File: config.mk
export PLATFORM = sky130hd
export DESIGN_NAME = sw_oport_arb_flat
export DESIGN_NICKNAME = d
export VERILOG_FILES = /design/src/rtl/sw_oport_arb_pkg.sv /design/src/rtl/sw_oport_arb_if.sv /design/src/rtl/sw_rr_pick.sv /design/src/rtl/sw_oport_arb.sv /design/src/flat_wrapper.sv
export SDC_FILE = /design/constraint.sdc
export NUM_CORES = 1
export LEC_CHECK = 0
export BUFFER_PORTS_ARGS = -buffer_cell sky130_fd_sc_hd__buf_2
export CAP_MARGIN = 30
export CELL_PAD_IN_SITES_DETAIL_PLACEMENT = 0
export CELL_PAD_IN_SITES_GLOBAL_PLACEMENT = 1
export CORE_ASPECT_RATIO = 1.2
export CORE_UTILIZATION = 34
export DETAILED_ROUTE_END_ITERATION = 10
export PLACE_DENSITY_LB_ADDON = 0.08
export REMOVE_ABC_BUFFERS = 1
export SETUP_SLACK_MARGIN = 0.3
export SLEW_MARGIN = 15
export SYNTH_ARGS = -nofsm -noshare
export SYNTH_HDL_FRONTEND = slang
export SYNTH_SLANG_ARGS = --single-unit
File: constraint.sdc
create_clock -name clk -period 2 [get_ports clk]
set_input_delay 0.2 -clock clk [delete_from_list [all_inputs] [get_ports clk]]
set_output_delay 0.2 -clock clk [all_outputs]
set_load 0.01 [all_outputs]
File: src/rtl/sw_oport_arb_pkg.sv
// Shared constants for the packet switch output-port arbiter.
// Holds the flit type codes and the arbiter state encoding.
package sw_oport_arb_pkg;

  localparam logic ASSERT = 1'b1;
  localparam logic NEGATE = 1'b0;

  typedef enum logic [1:0] {
    FLIT_BODY = 2'b00,
    FLIT_HEAD = 2'b01,
    FLIT_TAIL = 2'b10
  } flit_e;

  typedef enum logic [1:0] {
    ARB_IDLE  = 2'd0,
    ARB_GRANT = 2'd1,
    ARB_XFER  = 2'd2
  } arb_state_e;

endpackage

File: src/rtl/sw_oport_arb_if.sv
// Handshake bundle between the input-side FIFO state machines and one output-port arbiter.
// The slave modport is the arbiter; the master modport is the input side.
interface sw_oport_arb_if #(
  parameter int unsigned NIN = 4
);
  localparam int unsigned SW = $clog2(NIN);

  logic [NIN-1:0]   req;
  logic [NIN-1:0]   empty;
  logic [2*NIN-1:0] pout;
  logic [NIN-1:0]   re;
  logic [NIN-1:0]   ack;
  logic [SW-1:0]    sel;
  logic             ovalid;
  logic             busy;
  logic             err;

  modport master (
    output req, empty, pout, re,
    input  ack, sel, ovalid, busy, err
  );

  modport slave (
    input  req, empty, pout, re,
    output ack, sel, ovalid, busy, err
  );

endinterface

File: src/rtl/sw_rr_pick.sv
// Combinational round-robin picker: first set request at or after ptr, wrapping modulo NIN.
module sw_rr_pick #(
  parameter int unsigned NIN = 4
) (
  input  logic [NIN-1:0]         req,
  input  logic [$clog2(NIN)-1:0] ptr,
  output logic                   any,
  output logic [$clog2(NIN)-1:0] winner
);

  localparam int unsigned PW    = $clog2(NIN);
  localparam logic [PW:0] NIN_W = (PW+1)'(NIN);

  logic [NIN-1:0] rot;
  logic [PW-1:0]  off;
  logic           found;
  logic [PW:0]    sum;

  always_comb begin
    // Rotating the doubled vector puts req[ptr] at bit 0, so the lowest set bit is the winner offset.
    rot   = NIN'({req, req} >> ptr);
    off   = '0;
    found = 1'b0;
    for (int unsigned i = 0; i < NIN; i++) begin
      if (rot[i] && !found) begin
        off   = PW'(i);
        found = 1'b1;
      end
    end
    any    = |req;
    sum    = {1'b0, ptr} + {1'b0, off};
    winner = (sum >= NIN_W) ? PW'(sum - NIN_W) : PW'(sum);
  end

endmodule

File: src/rtl/sw_oport_arb.sv
// Output-port arbiter/sequencer: round-robin grant, owner steering until TAIL,
// and a watchdog that force-releases packets longer than MAXLEN flits.
module sw_oport_arb
  import sw_oport_arb_pkg::*;
#(
  parameter int unsigned NIN    = 4,
  parameter int unsigned MAXLEN = 16
) (
  input  logic          clk,
  input  logic          rst,
  sw_oport_arb_if.slave bus
);

  localparam int unsigned PW   = $clog2(NIN);
  localparam int unsigned CW   = $clog2(MAXLEN + 1);
  localparam logic [PW-1:0] LAST = PW'(NIN - 1);
  localparam logic [CW-1:0] CMAX = CW'(MAXLEN);

  arb_state_e     state, state_nxt;
  logic [PW-1:0]  ptr, ptr_nxt;
  logic [PW-1:0]  owner, owner_nxt;
  logic [CW-1:0]  cnt, cnt_nxt;

  logic           any;
  logic [PW-1:0]  winner;
  logic           own_re, own_empty, own_tail;
  logic [NIN-1:0] ack_v;
  logic           busy_v, err_v;

  sw_rr_pick #(.NIN(NIN)) u_pick (
    .req    (bus.req),
    .ptr    (ptr),
    .any    (any),
    .winner (winner)
  );

  assign own_re    = bus.re[owner];
  assign own_empty = bus.empty[owner];
  assign own_tail  = (bus.pout[{owner, 1'b0} +: 2] == FLIT_TAIL);

  always_ff @(posedge clk or negedge rst) begin
    if (!rst) begin
      state <= ARB_IDLE;
      ptr   <= '0;
      owner <= '0;
      cnt   <= '0;
    end else begin
      state <= state_nxt;
      ptr   <= ptr_nxt;
      owner <= owner_nxt;
      cnt   <= cnt_nxt;
    end
  end

  always_comb begin
    state_nxt = state;
    ptr_nxt   = ptr;
    owner_nxt = owner;
    cnt_nxt   = cnt;
    ack_v     = '0;
    busy_v    = NEGATE;
    err_v     = NEGATE;
    case (state)
      ARB_IDLE: begin
        if (any) begin
          owner_nxt = winner;
          state_nxt = ARB_GRANT;
        end
      end
      ARB_GRANT: begin
        ack_v[owner] = ASSERT;
        busy_v       = ASSERT;
        ptr_nxt      = (owner == LAST) ? '0 : owner + 1'b1;
        cnt_nxt      = CW'(1);
        state_nxt    = (own_re && own_tail) ? ARB_IDLE : ARB_XFER;
      end
      ARB_XFER: begin
        busy_v = ASSERT;
        if (own_re && !own_empty && cnt != CMAX) cnt_nxt = cnt + 1'b1;
        // TAIL wins over the watchdog when both land in the same cycle.
        if (own_re && own_tail) begin
          state_nxt = ARB_IDLE;
        end else if (cnt == CMAX) begin
          err_v     = ASSERT;
          state_nxt = ARB_IDLE;
        end
      end
      default: state_nxt = ARB_IDLE;
    endcase
  end

  assign bus.ack    = ack_v;
  assign bus.busy   = busy_v;
  assign bus.err    = err_v;
  assign bus.sel    = owner;
  assign bus.ovalid = busy_v && own_re && !own_empty;

endmodule
File: src/flat_wrapper.sv
// flat-port wrapper written by rule: the top's interface ports become plain ports
module sw_oport_arb_flat import sw_oport_arb_pkg::*;
#(
  parameter int unsigned NIN    = 4,
  parameter int unsigned MAXLEN = 16
)
  (clk, rst, bus_req, bus_empty, bus_pout, bus_re, bus_ack, bus_sel, bus_ovalid, bus_busy, bus_err);
  sw_oport_arb_if #(.NIN(NIN)) bus_i ();
  input  logic clk;
  input  logic rst;
  input wire logic [$bits(bus_i.req)-1:0] bus_req;
  input wire logic [$bits(bus_i.empty)-1:0] bus_empty;
  input wire logic [$bits(bus_i.pout)-1:0] bus_pout;
  input wire logic [$bits(bus_i.re)-1:0] bus_re;
  output wire logic [$bits(bus_i.ack)-1:0] bus_ack;
  output wire logic [$bits(bus_i.sel)-1:0] bus_sel;
  output wire logic [$bits(bus_i.ovalid)-1:0] bus_ovalid;
  output wire logic [$bits(bus_i.busy)-1:0] bus_busy;
  output wire logic [$bits(bus_i.err)-1:0] bus_err;
  assign bus_i.req = bus_req;
  assign bus_i.empty = bus_empty;
  assign bus_i.pout = bus_pout;
  assign bus_i.re = bus_re;
  assign bus_ack = bus_i.ack;
  assign bus_sel = bus_i.sel;
  assign bus_ovalid = bus_i.ovalid;
  assign bus_busy = bus_i.busy;
  assign bus_err = bus_i.err;
  sw_oport_arb #(.NIN(NIN), .MAXLEN(MAXLEN)) u_core (.clk(clk), .rst(rst), .bus(bus_i));
endmodule
==> results of run 1 <==
## final timing paths
check	start	end	depth (start not counted)
setup / recovery	u_core.bus.sel[0]	bus_err	5
hold / removal	rst	u_core.cnt[4]	2
setup reg to reg	u_core.bus.sel[0]	u_core.cnt[0]	6
hold reg to reg	u_core.cnt[4]	u_core.cnt[4]	1
max in group asynchronous	rst	u_core.bus.sel[0]	2
min in group clk	bus_req[2]	u_core.bus.sel[1]	4
## flip-flops by register name (all words and copies together) (netlist names)
signal	flops
u_core.bus.sel	2
u_core.state	2
u_core.cnt	5
u_core.ptr	2
## critical path, delay by kind of cell (launching register included)
kind,cells,cell delay (ns)
multiplexers,1,0.53
flip-flops,1,0.47
AND/OR/NAND/NOR,2,0.29
buffers and inverters,2,0.19
## cell type report
cell class | instances | share of cell area (%)
multi-input cells | 87 | 54.8
repair buffers | 45 | 19.3
clock buffers | 4 | 1.79
well taps | 34 | 2.91
flip-flops and latches | 11 | 18.9
inverters | 9 | 2.31
## layer usage
layer	share of wire, %	wire length [µm]	track usage (%)
met1	44	1180	21.0
met2	53	1430	28.2
met3	2.1	57	3.65
met4	0.56	15	3.95
met5	0	0	0
## power groups by stage
stage                     combinational, mW  sequential [mW]  clock, mW
after floorplan                       0.632            0.405          0
final                                  1.24            0.418      0.160
after CTS                              1.06            0.417      0.163
after global placement                0.879            0.419          0
after detailed placement              0.877            0.419          0
after global routing                   1.35            0.437      0.178
## kinds of logic (layout without fill, tap and decap cells)
logic type / Yosys count / in the layout / share of synthesized area [%]
DFF: 11 / 11 / 26.3
and+or+nand+nor: 52 / 52 / 28.5
buffers and inverters: 13 / 58 / 4.78
AOI/OAI and AO/OA: 13 / 13 / 12.1
muxes: 11 / 11 / 15.5
adders and majority gates: 10 / 10 / 12.0
xor gates and xnor gates: 1 / 1 / 0.837
## Yosys cell counts, types with 2 or more instances
library cell / n
nand2_1: 12
dfrtp_1: 11
ha_1: 10
nor2b_1: 9
inv_1: 8
and2_1: 7
mux2i_1: 5
and3_1: 4
nand3_1: 4
nor2_1: 4
clkbuf_1: 3
nand2b_1: 3
o21ai_0: 3
mux2_2: 2
mux4_1: 2
o221ai_1: 2
## stage by stage
stage / worst slack [ns] / cells
after floorplan: 0.159 / 107
final: 0.0487 / 190
after global placement: 0.0766 / 172
after CTS: 0.0273 / 185
after detailed placement: 0.0783 / 172
after global routing: -0.0193 / 190
## what timing repair did
item	in CTS	in global routing
cloned	0	0
buffers inserted	8	5
hold endpoints to repair	11	0
gates resized for setup	10	13
endpoints found under the setup margin	11	13
pin swaps	9	4
hold buffers	1	0
==> flow_summary_export.csv, run 1 <==
group,metric,value,unit
run_status,status,"finished, final reports clean",
yosys,netlist_area,1050,µm²
setup_path,crit_required,1.80,ns
floorplanning,ioPinCount,31,
yosys,synth_edf_count,0,
power,p_leak,0.738,nW
layout,nets,189,
setup_path,r2r_slack,0.12,ns
timing,max_freq,512,MHz
layout,drive_gt1_share,46.2,%
floorplanning,die_y,62.8,µm
timing,fin_skew,0.00485,ns
routing,ant_nets,0,
layout,fillers,276,
power,p_clk_share,8.8,%
routing,drtPass1Iterations,4,
layout,area.growth.synth_to_final,40.0,%
worst_hold_path,hold_class,"in2async",
setup_path,crit_fanout,6,
placement,gp_congestion,0.740,
routing,drt-total-wl,2.68,mm
yosys,syn-instance-count,111,
layout,final_common_cell,"buf_2",
clock_network,clockRootBuffer,"clkbuf_4",
timing,tns,0,ns
yosys,synth.largest_area_cell,"dfrtp_1",
clock_network,cts_buffers,3,
clock_network,clk_latency,0.27,ns
yosys,ys_seq_area_share,26.3,%
setup_path,critPathArrivalTime,1.75,ns
setup_path,critPathSlowestCell,"mux4_2",
setup_path,path_class,"reg2out",
clock_network,cts_tree,"built",
placement,dp_hpwl,1.93,mm
routing,wire_per_inst,14.1,µm
floorplanning,die_x,52.6,µm
setup_path,startpoint_type,"flop",
power,powerDensity,1240,nW/µm²
clock_network,htree_levels,1,
yosys,synthFlopType,"dfrtp_1",
global_routing,grt_pass1_wl,4.11,mm
yosys,yosys_warnings,0,
layout,antennaDiodeCount,0,
yosys,synth_cell_types,38,
setup_path,crit_path_end_kind,"output pin",
power,power_switching,0.769,mW
routing,drt_iter0_markers,15,
power,vdd.ir_drop.worst,0.466,mV
routing,route.detailed.drc,0,
clock_network,clk_pin_slew,0.08,ns
layout,utilization,51.1,%
global_routing,grt_util_all_layers,16.7,%
layout,seqCellArea,277,µm²
global_routing,grt_max_degree,12,
floorplanning,die_area,3300,µm²
yosys,avgSynthCellArea,9.42,µm²
floorplanning,core_area,2860,µm²
clock_network,cts_buffer_depth,2,
global_routing,antenna_found_initial,0,
timing,whs,0.318,ns
timing,period_needed,1.95,ns
timing,finalHoldViolations,0,
timing,finalSetupViolCount,0,
yosys,ys_ff_latch,11,
yosys,netlist_top_cells_area,"dfrtp_1 (26%), ha_1 (12%), nor2b_1 (5.4%)",
placement,placed_cell_area,1230,µm²
power,total_power,1.82,mW
placement,port_buffers,30,
yosys,synth_top_area_share,26.3,%
timing,tightestPinTransition,0.540,ns
setup_path,cp_cell_sequence,"inv_2 > mux4_2 > nand2_2 > and3_4 > buf_6",
setup_path,crit_path_max_incr_delay,0.53,ns
layout,final_area,1460,µm²
floorplanning,initial_core_util,36.5,%
power,power.internal,1.05,mW
timing,period_share,97.6,%
routing,via_count,962,
timing,drv_slew,0,
timing,rsz0062_at_grt,"yes",
layout,layout_common_cells,"buf_2 (29), buf_4 (11), nand2_1 (10), dfrtp_1 (10), ha_1 (9)",
routing,vias_per_cell,5.06,
global_routing,grt_pass1_vias,910,
clock_network,clock_sinks,11,
global_routing,overflow,0,
flow_run,maxCapViolations,0,
power,pwr-share-comb,68.2,%
layout,multiInputGateArea,802,µm²
timing,slew_headroom,63.9,%
power,swShare,42.3,%
yosys,synthArstFlopShare,100,%
power,seqPwrFrac,23.0,%
floorplanning,num_rows,21,
Power figures use the tool's default switching activity.
==> run 2, diff against run 1 <==
CELL_PAD_IN_SITES_DETAIL_PLACEMENT = default   (was 0)
CELL_PAD_IN_SITES_GLOBAL_PLACEMENT = default   (was 1)
CORE_UTILIZATION = 46   (was 34)
==> flow_summary_export.csv, run 2 (same netlist as run 1, synthesis figures left out) <==
group,metric,value,unit
run_status,status,"finished, final reports clean",
timing,rsz0062_at_grt,"yes",
clock_network,clk_pin_slew,0.08,ns
global_routing,grt_pass1_vias,943,
routing,drt-total-wl,2.56,mm
layout,final_area,1430,µm²
timing,period_needed,1.96,ns
timing,max_freq,511,MHz
power,total_power,1.77,mW
floorplanning,initial_core_util,49.9,%
power,seqPwrFrac,23.4,%
clock_network,htree_levels,1,
setup_path,crit_path_max_incr_delay,0.54,ns
power,power_switching,0.752,mW
floorplanning,die_y,54.2,µm
global_routing,grt_util_all_layers,22.7,%
global_routing,overflow,0,
timing,whs,0.312,ns
routing,route.detailed.drc,0,
layout,fin_cells,183,
flow_run,maxCapViolations,0,
power,powerDensity,1240,nW/µm²
clock_network,clk_latency,0.28,ns
setup_path,startpoint_type,"flop",
floorplanning,die_x,45.5,µm
setup_path,crit_fanout,6,
setup_path,crit_start,"u_core.bus.sel[0]",
setup_path,cp_cell_sequence,"inv_2 > mux4_2 > nand2_2 > and3_4 > buf_6",
clock_network,cts_buffers,3,
layout,final_common_cell,"buf_2",
layout,largest_reg_flops,5,
floorplanning,ioPinCount,31,
setup_path,crit_required,1.80,ns
layout,layout_common_cells,"buf_2 (28), nand2_1 (11), dfrtp_1 (10)",
timing,finalHoldViolations,0,
floorplanning,num_rows,18,
power,p_clk_share,9.4,%
timing,tightestPinTransition,0.521,ns
setup_path,critPathArrivalTime,1.76,ns
routing,via_count,956,
setup_path,critPathSlowestCell,"mux4_2",
setup_path,path_class,"reg2out",
layout,area.growth.synth_to_final,36.7,%
clock_network,clockRootBuffer,"clkbuf_4",
timing,tns,0,ns
power,pwr-share-comb,67.2,%
power,power.internal,1.02,mW
clock_network,cts_buffer_depth,2,
layout,drive_gt1_share,45.8,%
routing,drtPass1Iterations,4,
timing,drv_slew,0,
global_routing,antenna_found_initial,0,
global_routing,grt_max_degree,12,
worst_hold_path,hold_class,"in2async",
timing,finalSetupViolCount,0,
layout,top_register,"u_core.cnt",
timing,fin_skew,0.00482,ns
placement,port_buffers,30,
placement,dp_hpwl,1.84,mm
power,vdd.ir_drop.worst,0.754,mV
routing,wire_per_inst,14.0,µm
placement,dp_cells,168,
layout,nets,186,
routing,vias_per_cell,5.22,
setup_path,crit_path_end_kind,"output pin",
floorplanning,die_area,2470,µm²
routing,drt_iter0_markers,9,
power,swShare,42.5,%
timing,period_share,97.9,%
placement,placed_cell_area,1220,µm²
clock_network,cts_tree,"built",
global_routing,grt_pass1_wl,3.95,mm
setup_path,reg2reg_from,"u_core.bus.sel[0]",
floorplanning,core_area,2090,µm²
layout,fillers,177,
placement,gp_congestion,0.758,
routing,ant_nets,0,
power,p_leak,0.708,nW
clock_network,clock_sinks,11,
layout,antennaDiodeCount,0,
timing,slew_headroom,64.9,%
-- run 2: changes by cell type in the layout (fill, tap and decap cells not counted), sizes merged --
cell,before,now
buf,44,41
-- run 2: worst paths after layout --
kind / cells past startpoint / end / slack [ns]
max: 5 / bus_err / 0.04
max in group asynchronous: 2 / u_core.bus.sel[0] / 1.46
min in group clk: 4 / u_core.bus.sel[1] / 0.44
max reg2reg: 6 / u_core.state[0] / 0.12
min: 2 / u_core.cnt[4] / 0.31
min reg2reg: 1 / u_core.cnt[4] / 0.49
-- run 2: metal layers --
metal | global-route usage [%] | routed length [µm] | vias to the layer above | part of all wire [%]
li1 | - | - | 478 | -
met1 | 24.6 | 1030 | 457 | 40
met2 | 41.4 | 1420 | 19 | 55
met3 | 4.95 | 89 | 2 | 3.5
met4 | 10.1 | 24 | 0 | 0.94
met5 | 0 | 0 | - | 0
-- run 2: final cells by class --
cell class	count	area, µm²	share of cell area, %
multi-input cells	87	793	55.5
well taps	30	37.5	2.62
inverters	9	33.8	2.36
clock buffers	4	26.3	1.84
flip-flops and latches	11	277	19.3
repair buffers	42	263	18.4
-- run 2: per-stage QoR --
| step | worst slack, ns | util, % |
|---|---|---|
| 2_1_floorplan | 0.159 | - |
| 3_3_place_gp | 0.146 | 58.5 |
| 3_5_place_dp | 0.116 | 58.5 |
| 4_1_cts | 0.0702 | 64.6 |
| 5_1_grt | -0.0387 | 68.3 |
| 6_report | 0.0418 | 68.3 |
-- run 2: critical path: cells and delay by family, from the launching register on --
kind	cells	cell delay, ns
AND/OR/NAND/NOR	2	0.31
multiplexers	1	0.54
flip-flops	1	0.46
buffers and inverters	2	0.17
-- run 2: timing repair --
| action | 4_1_cts | 5_1_grt |
|---|---|---|
| endpoints found under the setup margin | 10 | 9 |
| gates cloned | 0 | 0 |
| gates resized for setup | 10 | 11 |
| pin swaps | 9 | 6 |
| hold buffers | 1 | 0 |
| hold endpoints to repair | 11 | 0 |
| setup buffers | 8 | 2 |
-- run 2: power groups by stage --
stage	combinational, mW	sequential, mW	clock (mW)
floorplan	0.632	0.405	0
global placement	0.879	0.406	0
detailed placement	0.902	0.409	0
CTS	1.08	0.408	0.170
global route	1.31	0.427	0.183
finish	1.19	0.413	0.167
